`src/rtl/kd_pkg.sv`:
```
// Shared kd-tree definitions: command encodings, scheduler states
// and the default command field width.
package kd_pkg;

    localparam int KD_CMD_W = 4;

    typedef enum logic [KD_CMD_W-1:0] {
        CMD_NOP         = 4'd0,
        CMD_START_SORT  = 4'd1,
        CMD_CFG_SORT    = 4'd2,
        CMD_WAIT_ACK    = 4'd3,
        CMD_SEND_ACK    = 4'd4,
        CMD_SWITCH_TOP  = 4'd5,
        CMD_SWITCH_DOWN = 4'd6
    } kd_cmd_e;

    typedef enum logic [2:0] {
        S_IDLE,
        S_CFG_TTL,
        S_CFG_AXIS,
        S_START,
        S_WAIT_ACK
    } sched_state_e;

endpackage

```
`src/rtl/kd_sort_sched_if.sv`:
```
// Root-node top-side command/data port.
// master: drives cmd/data/valid down, receives ready and upward commands.
// slave:  the root node side of the same port.
interface kd_sort_sched_if
    import kd_pkg::*;
#(
    parameter int CMD_W  = KD_CMD_W,
    parameter int DATA_W = 16
) ();

    logic [CMD_W-1:0]  cmd_to_root;
    logic [DATA_W-1:0] data_to_root;
    logic              cmd_valid;
    logic              cmd_ready;
    logic [CMD_W-1:0]  cmd_from_root;
    logic              cmd_from_root_valid;

    modport master (
        output cmd_to_root,
        output data_to_root,
        output cmd_valid,
        input  cmd_ready,
        input  cmd_from_root,
        input  cmd_from_root_valid
    );

    modport slave (
        input  cmd_to_root,
        input  data_to_root,
        input  cmd_valid,
        output cmd_ready,
        output cmd_from_root,
        output cmd_from_root_valid
    );

endinterface

```
`src/rtl/kd_sort_sched.sv`:
```
// Root-side kd-tree sort scheduler: per level sends configure_sort
// (ttl, axis) and start_sort, then waits for send_sort_ack with timeout.
// Ports: clk, rst (sync, high), start, busy, done, error, level,
// root (master side of the root command/data port).
module kd_sort_sched
    import kd_pkg::*;
#(
    parameter int DIM     = 3,
    parameter int DEPTH   = 4,
    parameter int CMD_W   = KD_CMD_W,
    parameter int DATA_W  = 16,
    parameter int TIMEOUT = 1024
) (
    input  logic                   clk,
    input  logic                   rst,
    input  logic                   start,
    output logic                   busy,
    output logic                   done,
    output logic                   error,
    output logic [$clog2(DEPTH):0] level,
    kd_sort_sched_if.master        root
);

    localparam int LW = $clog2(DEPTH) + 1;
    localparam int AW = (DIM > 1) ? $clog2(DIM) : 1;
    localparam int TW = $clog2(TIMEOUT + 1);

    sched_state_e      state, state_n;
    logic [LW-1:0]     level_n;
    logic [AW-1:0]     axis, axis_n;
    logic [TW-1:0]     cnt, cnt_n;
    logic              done_n, error_n, valid_n;
    logic [CMD_W-1:0]  cmd_n;
    logic [DATA_W-1:0] data_n;
    logic              fire, ack, last, tmo;

    assign fire = root.cmd_valid && root.cmd_ready;
    assign ack  = root.cmd_from_root_valid &&
                  (root.cmd_from_root == CMD_W'(CMD_SEND_ACK));
    assign last = (level == LW'(DEPTH - 1));
    assign tmo  = (cnt == TW'(TIMEOUT - 1));

    always_comb begin
        state_n = state;
        level_n = level;
        axis_n  = axis;
        cnt_n   = cnt;
        done_n  = 1'b0;
        error_n = 1'b0;
        unique case (state)
            S_IDLE: begin
                if (start) begin
                    level_n = '0;
                    axis_n  = '0;
                    state_n = S_CFG_TTL;
                end
            end
            S_CFG_TTL: begin
                if (fire) state_n = S_CFG_AXIS;
            end
            S_CFG_AXIS: begin
                if (fire) state_n = S_START;
            end
            S_START: begin
                if (fire) begin
                    cnt_n   = '0;
                    state_n = S_WAIT_ACK;
                end
            end
            S_WAIT_ACK: begin
                cnt_n = cnt + 1'b1;
                // ack beats a simultaneous timeout
                if (ack) begin
                    if (last) begin
                        done_n  = 1'b1;
                        state_n = S_IDLE;
                    end else begin
                        level_n = level + 1'b1;
                        axis_n  = (axis == AW'(DIM - 1)) ?
                                  '0 : axis + 1'b1;
                        state_n = S_CFG_TTL;
                    end
                end else if (tmo) begin
                    error_n = 1'b1;
                    state_n = S_IDLE;
                end
            end
            default: state_n = S_IDLE;
        endcase
    end

    // Beat outputs are decoded from the next state so they are
    // registered yet appear in the cycle the state is entered.
    always_comb begin
        valid_n = 1'b0;
        cmd_n   = CMD_W'(CMD_NOP);
        data_n  = '0;
        unique case (state_n)
            S_CFG_TTL: begin
                valid_n = 1'b1;
                cmd_n   = CMD_W'(CMD_CFG_SORT);
                data_n  = DATA_W'(level_n);
            end
            S_CFG_AXIS: begin
                valid_n = 1'b1;
                cmd_n   = CMD_W'(CMD_CFG_SORT);
                data_n  = DATA_W'(axis_n);
            end
            S_START: begin
                valid_n = 1'b1;
                cmd_n   = CMD_W'(CMD_START_SORT);
            end
            default: ;
        endcase
    end

    always_ff @(posedge clk) begin
        if (rst) begin
            state             <= S_IDLE;
            level             <= '0;
            axis              <= '0;
            cnt               <= '0;
            busy              <= 1'b0;
            done              <= 1'b0;
            error             <= 1'b0;
            root.cmd_valid    <= 1'b0;
            root.cmd_to_root  <= CMD_W'(CMD_NOP);
            root.data_to_root <= '0;
        end else begin
            state             <= state_n;
            level             <= level_n;
            axis              <= axis_n;
            cnt               <= cnt_n;
            busy              <= (state_n != S_IDLE);
            done              <= done_n;
            error             <= error_n;
            root.cmd_valid    <= valid_n;
            root.cmd_to_root  <= cmd_n;
            root.data_to_root <= data_n;
        end
    end

endmodule

```
`src/flat_wrapper.sv`:
```
// flat-port wrapper written by rule: the top's interface ports become plain ports
module kd_sort_sched_flat import kd_pkg::*;
#(
    parameter int DIM     = 3,
    parameter int DEPTH   = 4,
    parameter int CMD_W   = KD_CMD_W,
    parameter int DATA_W  = 16,
    parameter int TIMEOUT = 1024
)
  (clk, rst, start, busy, done, error, level, root_cmd_to_root, root_data_to_root, root_cmd_valid, root_cmd_ready, root_cmd_from_root, root_cmd_from_root_valid);
  kd_sort_sched_if #(.CMD_W(CMD_W), .DATA_W(DATA_W)) root_i ();
  input  logic clk;
  input  logic rst;
  input  logic start;
  output logic busy;
  output logic done;
  output logic error;
  output logic [$clog2(DEPTH):0] level;
  output wire logic [$bits(root_i.cmd_to_root)-1:0] root_cmd_to_root;
  output wire logic [$bits(root_i.data_to_root)-1:0] root_data_to_root;
  output wire logic [$bits(root_i.cmd_valid)-1:0] root_cmd_valid;
  input wire logic [$bits(root_i.cmd_ready)-1:0] root_cmd_ready;
  input wire logic [$bits(root_i.cmd_from_root)-1:0] root_cmd_from_root;
  input wire logic [$bits(root_i.cmd_from_root_valid)-1:0] root_cmd_from_root_valid;
  assign root_cmd_to_root = root_i.cmd_to_root;
  assign root_data_to_root = root_i.data_to_root;
  assign root_cmd_valid = root_i.cmd_valid;
  assign root_i.cmd_ready = root_cmd_ready;
  assign root_i.cmd_from_root = root_cmd_from_root;
  assign root_i.cmd_from_root_valid = root_cmd_from_root_valid;
  kd_sort_sched #(.DIM(DIM), .DEPTH(DEPTH), .CMD_W(CMD_W), .DATA_W(DATA_W), .TIMEOUT(TIMEOUT)) u_core (.clk(clk), .rst(rst), .start(start), .busy(busy), .done(done), .error(error), .level(level), .root(root_i));
endmodule
```
`config.mk`:
```
export PLATFORM = sky130hd
export DESIGN_NAME = kd_sort_sched_flat
export DESIGN_NICKNAME = d
export VERILOG_FILES = /design/src/rtl/kd_pkg.sv /design/src/rtl/kd_sort_sched_if.sv /design/src/rtl/kd_sort_sched.sv /design/src/flat_wrapper.sv
export SDC_FILE = /design/constraint.sdc
export NUM_CORES = 1
export LEC_CHECK = 0
export ABC_AREA = 1
export CORE_ASPECT_RATIO = 1.75
export CORE_UTILIZATION = 49
export CTS_BUF_LIST = sky130_fd_sc_hd__clkbuf_4 sky130_fd_sc_hd__clkbuf_8 sky130_fd_sc_hd__clkbuf_16
export DETAILED_ROUTE_END_ITERATION = 7
export GPL_TIMING_DRIVEN = 0
export HOLD_SLACK_MARGIN = 0.08
export PLACE_DENSITY = 0.88
export SLEW_MARGIN = 20
export SYNTH_ARGS = -nofsm -noshare
export SYNTH_HDL_FRONTEND = slang
export SYNTH_SLANG_ARGS = --single-unit
```
`constraint.sdc`:
```
create_clock -name clk -period 1.9 [get_ports clk]
set_input_delay 0.475 -clock clk [delete_from_list [all_inputs] [get_ports clk]]
set_output_delay 0.475 -clock clk [all_outputs]
set_load 0.005 [all_outputs]
```
**After elaboration in Yosys (flattened, before gate mapping)**

Cells that the tools add are included.

- Multiplexer cells: 24
- Order comparisons: 0
- Add/sub/neg operators: 3
- Multipliers: 0
- Equality and inequality tests: 12
- Shifts and indexed selects: 0
- Bitwise gates (word level): 2
- Reductions and logical operators: 10
- Divide/modulo/power cells: 0

Operators with widths:

| operator | count |
|---|---|
| 3-bit two-way mux | 9 |
| 11-bit case mux with 2 select lines | 1 |
| 3-bit by 2-bit equality test with 1-bit output (second input constant) | 5 |
| 3-bit case mux with 5 select lines | 1 |
| 3-bit case mux with 2 select lines | 2 |
| 11-bit by 1-bit adder with 11-bit output (second input constant) | 1 |
| 11-bit by 10-bit equality test with 1-bit output (second input constant) | 1 |
| 11-bit two-way mux | 1 |
| 3-bit OR reduction | 3 |
| 2-bit two-way mux | 4 |
| 2-bit case mux with 2 select lines | 2 |
| 3-bit by 1-bit equality test with 1-bit output (second input constant) | 2 |
| 4-bit by 3-bit equality test with 1-bit output (second input constant) | 1 |
| 1-bit two-way mux | 4 |
| 3-bit by 1-bit adder with 3-bit output (second input constant) | 1 |
| 3-bit equality test (second input constant) | 1 |
| 3-bit logical NOT | 1 |
| 3-bit nonzero test | 1 |
| 2-bit by 1-bit adder with 2-bit output (second input constant) | 1 |
| 2-bit equality test (second input constant) | 1 |
| 1-bit logical AND | 2 |
| 2-bit by 1-bit inequality test with 1-bit output (second input constant) | 1 |
| 1-bit NOT | 2 |
| 2-bit AND reduction | 1 |
| other kinds (2) | 2 |

- Bits in registers: 43
- Output and inout port bits: 27
- Bits in writable memories: 0
- Word-level logic and storage cells: 61
- ROM bits: 0
- Memories kept: 0
- Bits in latches: 0

**Logic depth before layout (Yosys ltp)**

- Depth in word-level cells: 7
- Gate-level depth with buffers: 11
- Mapped depth without buffers: 11

**Least setup slack after synthesis**

Ideal clock, no wire load.

- Path type: input to register
- Start: input root_cmd_from_root[1]
- End: register u_core.busy
- Required time: 1.785 ns
- Data arrival time: 1.300 ns
- Path slack: 0.486 ns
- Buffers on the path: 0
- Cell stages on the path: 7
- Setup time: 0.115 ns
- Cells stage by stage: nor2_1 -> inv_1 -> nor2_1 -> a21oi_1 -> nand2_1 -> nand2_2 -> o21a_1

- Cells in the longest elaborated chain, start to end: 5

Ends and longest elaborated chain:

| item | RTL line | text |
|---|---|---|
| from (decl) | flat_wrapper.sv:23 | `input wire logic [$bits(root_i.cmd_from_root)-1:0] root_cmd_from_root;` |
| 4-bit by 3-bit equality test with 1-bit output | kd_sort_sched.sv:39 | `(root.cmd_from_root == CMD_W'(CMD_SEND_ACK));` |
| 1-bit logical AND | kd_sort_sched.sv:38 | `assign ack = root.cmd_from_root_valid &&` |
| 3-bit two-way mux | kd_sort_sched.sv:73 | `if (ack) begin` |
| 3-bit case mux with 5 select lines | kd_sort_sched.sv:50 | `unique case (state)` |
| 3-bit nonzero test | kd_sort_sched.sv:134 | `busy <= (state_n != S_IDLE);` |
| to (signal assigned) | kd_sort_sched.sv:134 |  |
| to (decl) | kd_sort_sched.sv:17 | `output logic busy,` |

No other way between the ends.
A chain may end at the register's enable or synchronous reset.

**Final worst setup path**

- Start: input root_cmd_ready
- End: register u_core.root.cmd_valid

- Cells in the longest elaborated chain, start to end: 6

Ends and longest elaborated chain:

| item | RTL line | text |
|---|---|---|
| from (decl) | flat_wrapper.sv:22 | `input wire logic [$bits(root_i.cmd_ready)-1:0] root_cmd_ready;` |
| 1-bit logical AND (*) | kd_sort_sched.sv:37 | `assign fire = root.cmd_valid && root.cmd_ready;` |
| 3-bit two-way mux (on tied branches) | kd_sort_sched.sv:65, kd_sort_sched.sv:59, kd_sort_sched.sv:62 |  |
| 3-bit case mux with 5 select lines (*) | kd_sort_sched.sv:50 |  |
| 3-bit by 2-bit equality test with 1-bit output or 3-bit by 1-bit equality test with 1-bit output (tied branches) | kd_sort_sched.sv:98 | `unique case (state_n)` |
| 3-bit OR reduction (no source line) (*) | -- |  |
| 1-bit two-way mux (*) | kd_sort_sched.sv:98 |  |
| to (signal assigned) | kd_sort_sched.sv:137 | `root.cmd_valid <= valid_n;` |
| to (decl) | kd_sort_sched_if.sv:21 | `output cmd_valid,` |

Mark *: on every way between the ends. The rest lies on a longest branch, timed or not.

==> reports/summary.md <==
The highest net fanout along the worst path came out at 7. In this run the standard cell core region covers 2930 um^2. The floorplan step defined a die boundary enclosing 3300 um^2.

The endpoint kind of the worst setup timing path is a flip-flop. After clock tree synthesis, the clock-pin slew on the worst setup and hold paths is 0.09 ns. Number of standard-cell rows in the floorplan: 26. The number of resized instances in the post-cts repair step was 0; the setup slack of the worst register-to-register path was 0.30 ns.

The completed layout was analyzed and its total power is 1.13 mW. Counting flops with an async set or reset pin after synthesis yields a share of 0%. The flow ran to the end, and the final reports show no timing, DRC or antenna violations.

For the total routing resource utilization after global routing, the log shows 20.0%. Yosys attributes the largest share of cell area to sky130_fd_sc_hd__dfxtp_1 (37%), sky130_fd_sc_hd__nand2_1 (12%), sky130_fd_sc_hd__buf_4 (7.5%). The clock arrives with 0.00197 ns of skew.

The sequential-to-total area share from yosys stat is 37.3%. Data on the critical path arrives at its endpoint at 1.86 ns. Averaged over all synthesized cells, the footprint is 7.12 um^2. The synthesized netlist occupies a cell area of 1500 um^2. Sorting the synthesized cells by how often they occur yields sky130_fd_sc_hd__nand2_1 (47), sky130_fd_sc_hd__dfxtp_1 (28), sky130_fd_sc_hd__inv_1 (26).

For the worst setup path, the data required time is 2.08 ns. The worst path uses 88.3% of the clock period. Final RePlAce weighted congestion: 0.839. The fraction of final layout cells with drive strength greater than 1 came out at 16.1%. The tools report the TritonCTS buffer count as 3. Summed over all layers, the routed wires come to 2980 um. Traced cell by cell, the critical path runs through clkdlybuf4s50_1 > nand2_1 > nand4_1 > o21ai_0 > nor2_1 > nand2_2 > o21ai_1 > inv_1.

TritonCTS built the clock tree. The number of DRC markers in iteration 0 is 35. Timing-limited maximum frequency: 0.596 GHz.

The floorplan die height came out at 75.3 um. The synthesized design contains 0 enable-type register cells. The via count of the first global-routing pass came out at 1,276. The run gives 0 as the count of final max-slew check failures. Counting along the longest clock path gives a buffer depth of 2. For this run, design rule violations remaining after detail routing come to 0.

After detailed placement, the design holds a cell count of 273. The clock net in this run drives a total of 28 sinks. The depth of the worst hold-timing path came out at 2. The later pin in the worst-skew pair is clocked with a latency of 0.27 ns. For the net count reported at finish, the log shows 261. The initial antenna violation count was 0. Port buffering added 20 buffers. The worst hold path terminates at u_core.axis[0]. The worst reg2reg path endpoint is u_core.root.cmd_valid.

The startpoint identified for the worst register-to-register timing path is u_core.cnt[1]. The first global-routing pass estimated 5060 um of wire. Excluding fillers, the count of instances in the completed layout stands at 277. The tools report the first-pass detailed-route iteration total as 6. The cell with the largest stage delay on the worst path was sky130_fd_sc_hd__clkdlybuf4s50_1. Summed over all layers, the global routing overflow is 0.

For the count of vias placed by the detailed router, the log shows 1,371. Using the TritonRoute via totals, the vias-per-cell ratio works out to 4.95. In this run the power density over the cells is 613 nW/um^2. The worst register-to-register path has a depth of 10. For the final count of hold timing violations, the log shows 0. The most common cell in the synthesized netlist is sky130_fd_sc_hd__nand2_1. For the number of warning messages in the yosys log, the log shows 0. After layout, the minimum clock period comes to 1.68 ns. The tightest min-delay check is of the reg2reg type. The prevailing post-synth register cell was sky130_fd_sc_hd__dfxtp_1. Path type of the worst setup path: in2reg. In this run the most critical hold path is launched from u_core.axis[0]. Measured on the finished design, the core utilization comes to 63.1%. Setup repair after global routing left no endpoint under its margin.

Dividing the detail-routed wire length by the instance count gives 10.8 um. Pin placement for this block handled 36 I/O pins. Entering global routing, the biggest net connects 16 pins.

The leakage power is 0.776 nW, and the number of fillers in the final layout is 262. The run gives 2260 um as the half-perimeter wire length after detailed placement. The growth of design area from synthesis to finish is 23.0%. The horizontal die dimension came out at 43.9 um. The number of setup buffers added after CTS is 0.

Synthesis inferred 28 register bits. The final setup violation count was 0. The tree is rooted in a sky130_fd_sc_hd__clkbuf_8. Once the floorplan was initialized, standard cells occupied 51.3% of the core. The number of antenna-violating nets in the routed design is 0, and the synthesized netlist cell count is 211.

For the maximum vdd drop, the log shows 0.544 mV. Buffers inserted to repair hold after CTS numbered 0. The share of Yosys cell area claimed by the top area cell type was 37.3%; the number of max-cap violations was 0.

For the level count of the clock H-tree, the log shows 1. For this run, the slowest stage of the critical path takes 0.46 ns. sky130_fd_sc_hd__dfxtp_1 takes more of the synthesized area than any other cell. The tools report the nature of the critical path startpoint as an input port. The repair_antennas step left the layout with diodes totalling 0.

The distinct cell type count of the synthesized netlist came out at 28.
==> placed cells by master (no fill, tap or decap), types with 6 or more instances in the layout <==
cell / Yosys / layout
sky130_fd_sc_hd__a21oi_1: 14 / 14
sky130_fd_sc_hd__buf_4: 15 / 15
sky130_fd_sc_hd__clkdlybuf4s50_1: 0 / 20
sky130_fd_sc_hd__conb_1: 1 / 15
sky130_fd_sc_hd__dfxtp_1: 28 / 28
sky130_fd_sc_hd__inv_1: 26 / 26
sky130_fd_sc_hd__nand2_1: 47 / 47
sky130_fd_sc_hd__nand3_1: 14 / 14
sky130_fd_sc_hd__nor2_1: 19 / 18
sky130_fd_sc_hd__nor3_1: 6 / 6
==> kinds of logic after synthesis <==
kind of cell	Yosys count	share of synthesized area [%]
compound gates	26	9.66
fa+ha+maj	2	1.67
buf+inv	47	15.6
flops	28	37.3
other cells	1	0.250
simple gates	107	35.6
==> metrics by stage <==
step	hold WS (ns)	instance area, um^2	setup slack (ns)	setup TNS (ns)
6_report	0.480	1850	0.223	0
3_5_place_dp	0.468	1790	-0.140	-0.671
5_1_grt	0.512	1850	0.0346	0
3_3_place_gp	0.458	1790	-0.131	-0.594
4_1_cts	0.482	1850	0.107	0
2_1_floorplan	0.450	1560	0.486	0
==> sequential cells by signal, indices dropped and copies added (netlist names) <==
signal and count:
u_core.state 3, u_core.root.cmd_valid 1, u_core.error 1, u_core.root.cmd_to_root 2, u_core.cnt 11, u_core.axis 2, u_core.busy 1, u_core.level 3
u_core.root.data_to_root 3, u_core.done 1
==> how the worst max path moves through the flow <==
stage / from / to / slack (ns)
CTS: root_cmd_from_root[1] / u_core.root.cmd_valid / 0.11
finish: root_cmd_ready / u_core.root.cmd_valid / 0.22
global placement: root_cmd_from_root[1] / u_core.root.cmd_valid / -0.13
global route: root_cmd_from_root[1] / u_core.root.cmd_valid / 0.03
floorplan: root_cmd_from_root[1] / u_core.busy / 0.49
detailed placement: root_cmd_from_root[1] / u_core.root.cmd_valid / -0.14
==> report_power, final <==
part,internal [mW],total [mW],switching (mW)
clock,0.186,0.369,0.184
combinational,0.0748,0.155,0.0806
sequential,0.600,0.609,0.00896
total,0.861,1.13,0.273
==> critical path: cells and delay by family <==
family	cells	cell delay, ns
buffers and inverters	2	0.51
AO/OA/AOI/OAI	2	0.24
AND/OR/NAND/NOR	4	0.63
==> area by class of cell <==
type | count | area [um^2] | share of cell area (%)
inverter | 30 | 113 | 6.09
sequential | 28 | 561 | 30.3
timing repair buffer | 20 | 200 | 10.8
tap | 28 | 35.0 | 1.90
clock buffer | 4 | 55.1 | 2.98
buffer | 17 | 121 | 6.57
multi-input combinational | 150 | 763 | 41.3
==> metal layers <==
layer / wire [um] / part of all wire, % / GRT usage (%) / up-vias
met5: 0 / 0 / 0 / -
met4: 59 / 2.0 / 10.8 / 0
met3: 108 / 3.6 / 3.60 / 5
met2: 1720 / 58 / 37.6 / 36
met1: 1090 / 37 / 20.3 / 617
li1: - / - / - / 713
(Power assumes the default switching activity.)
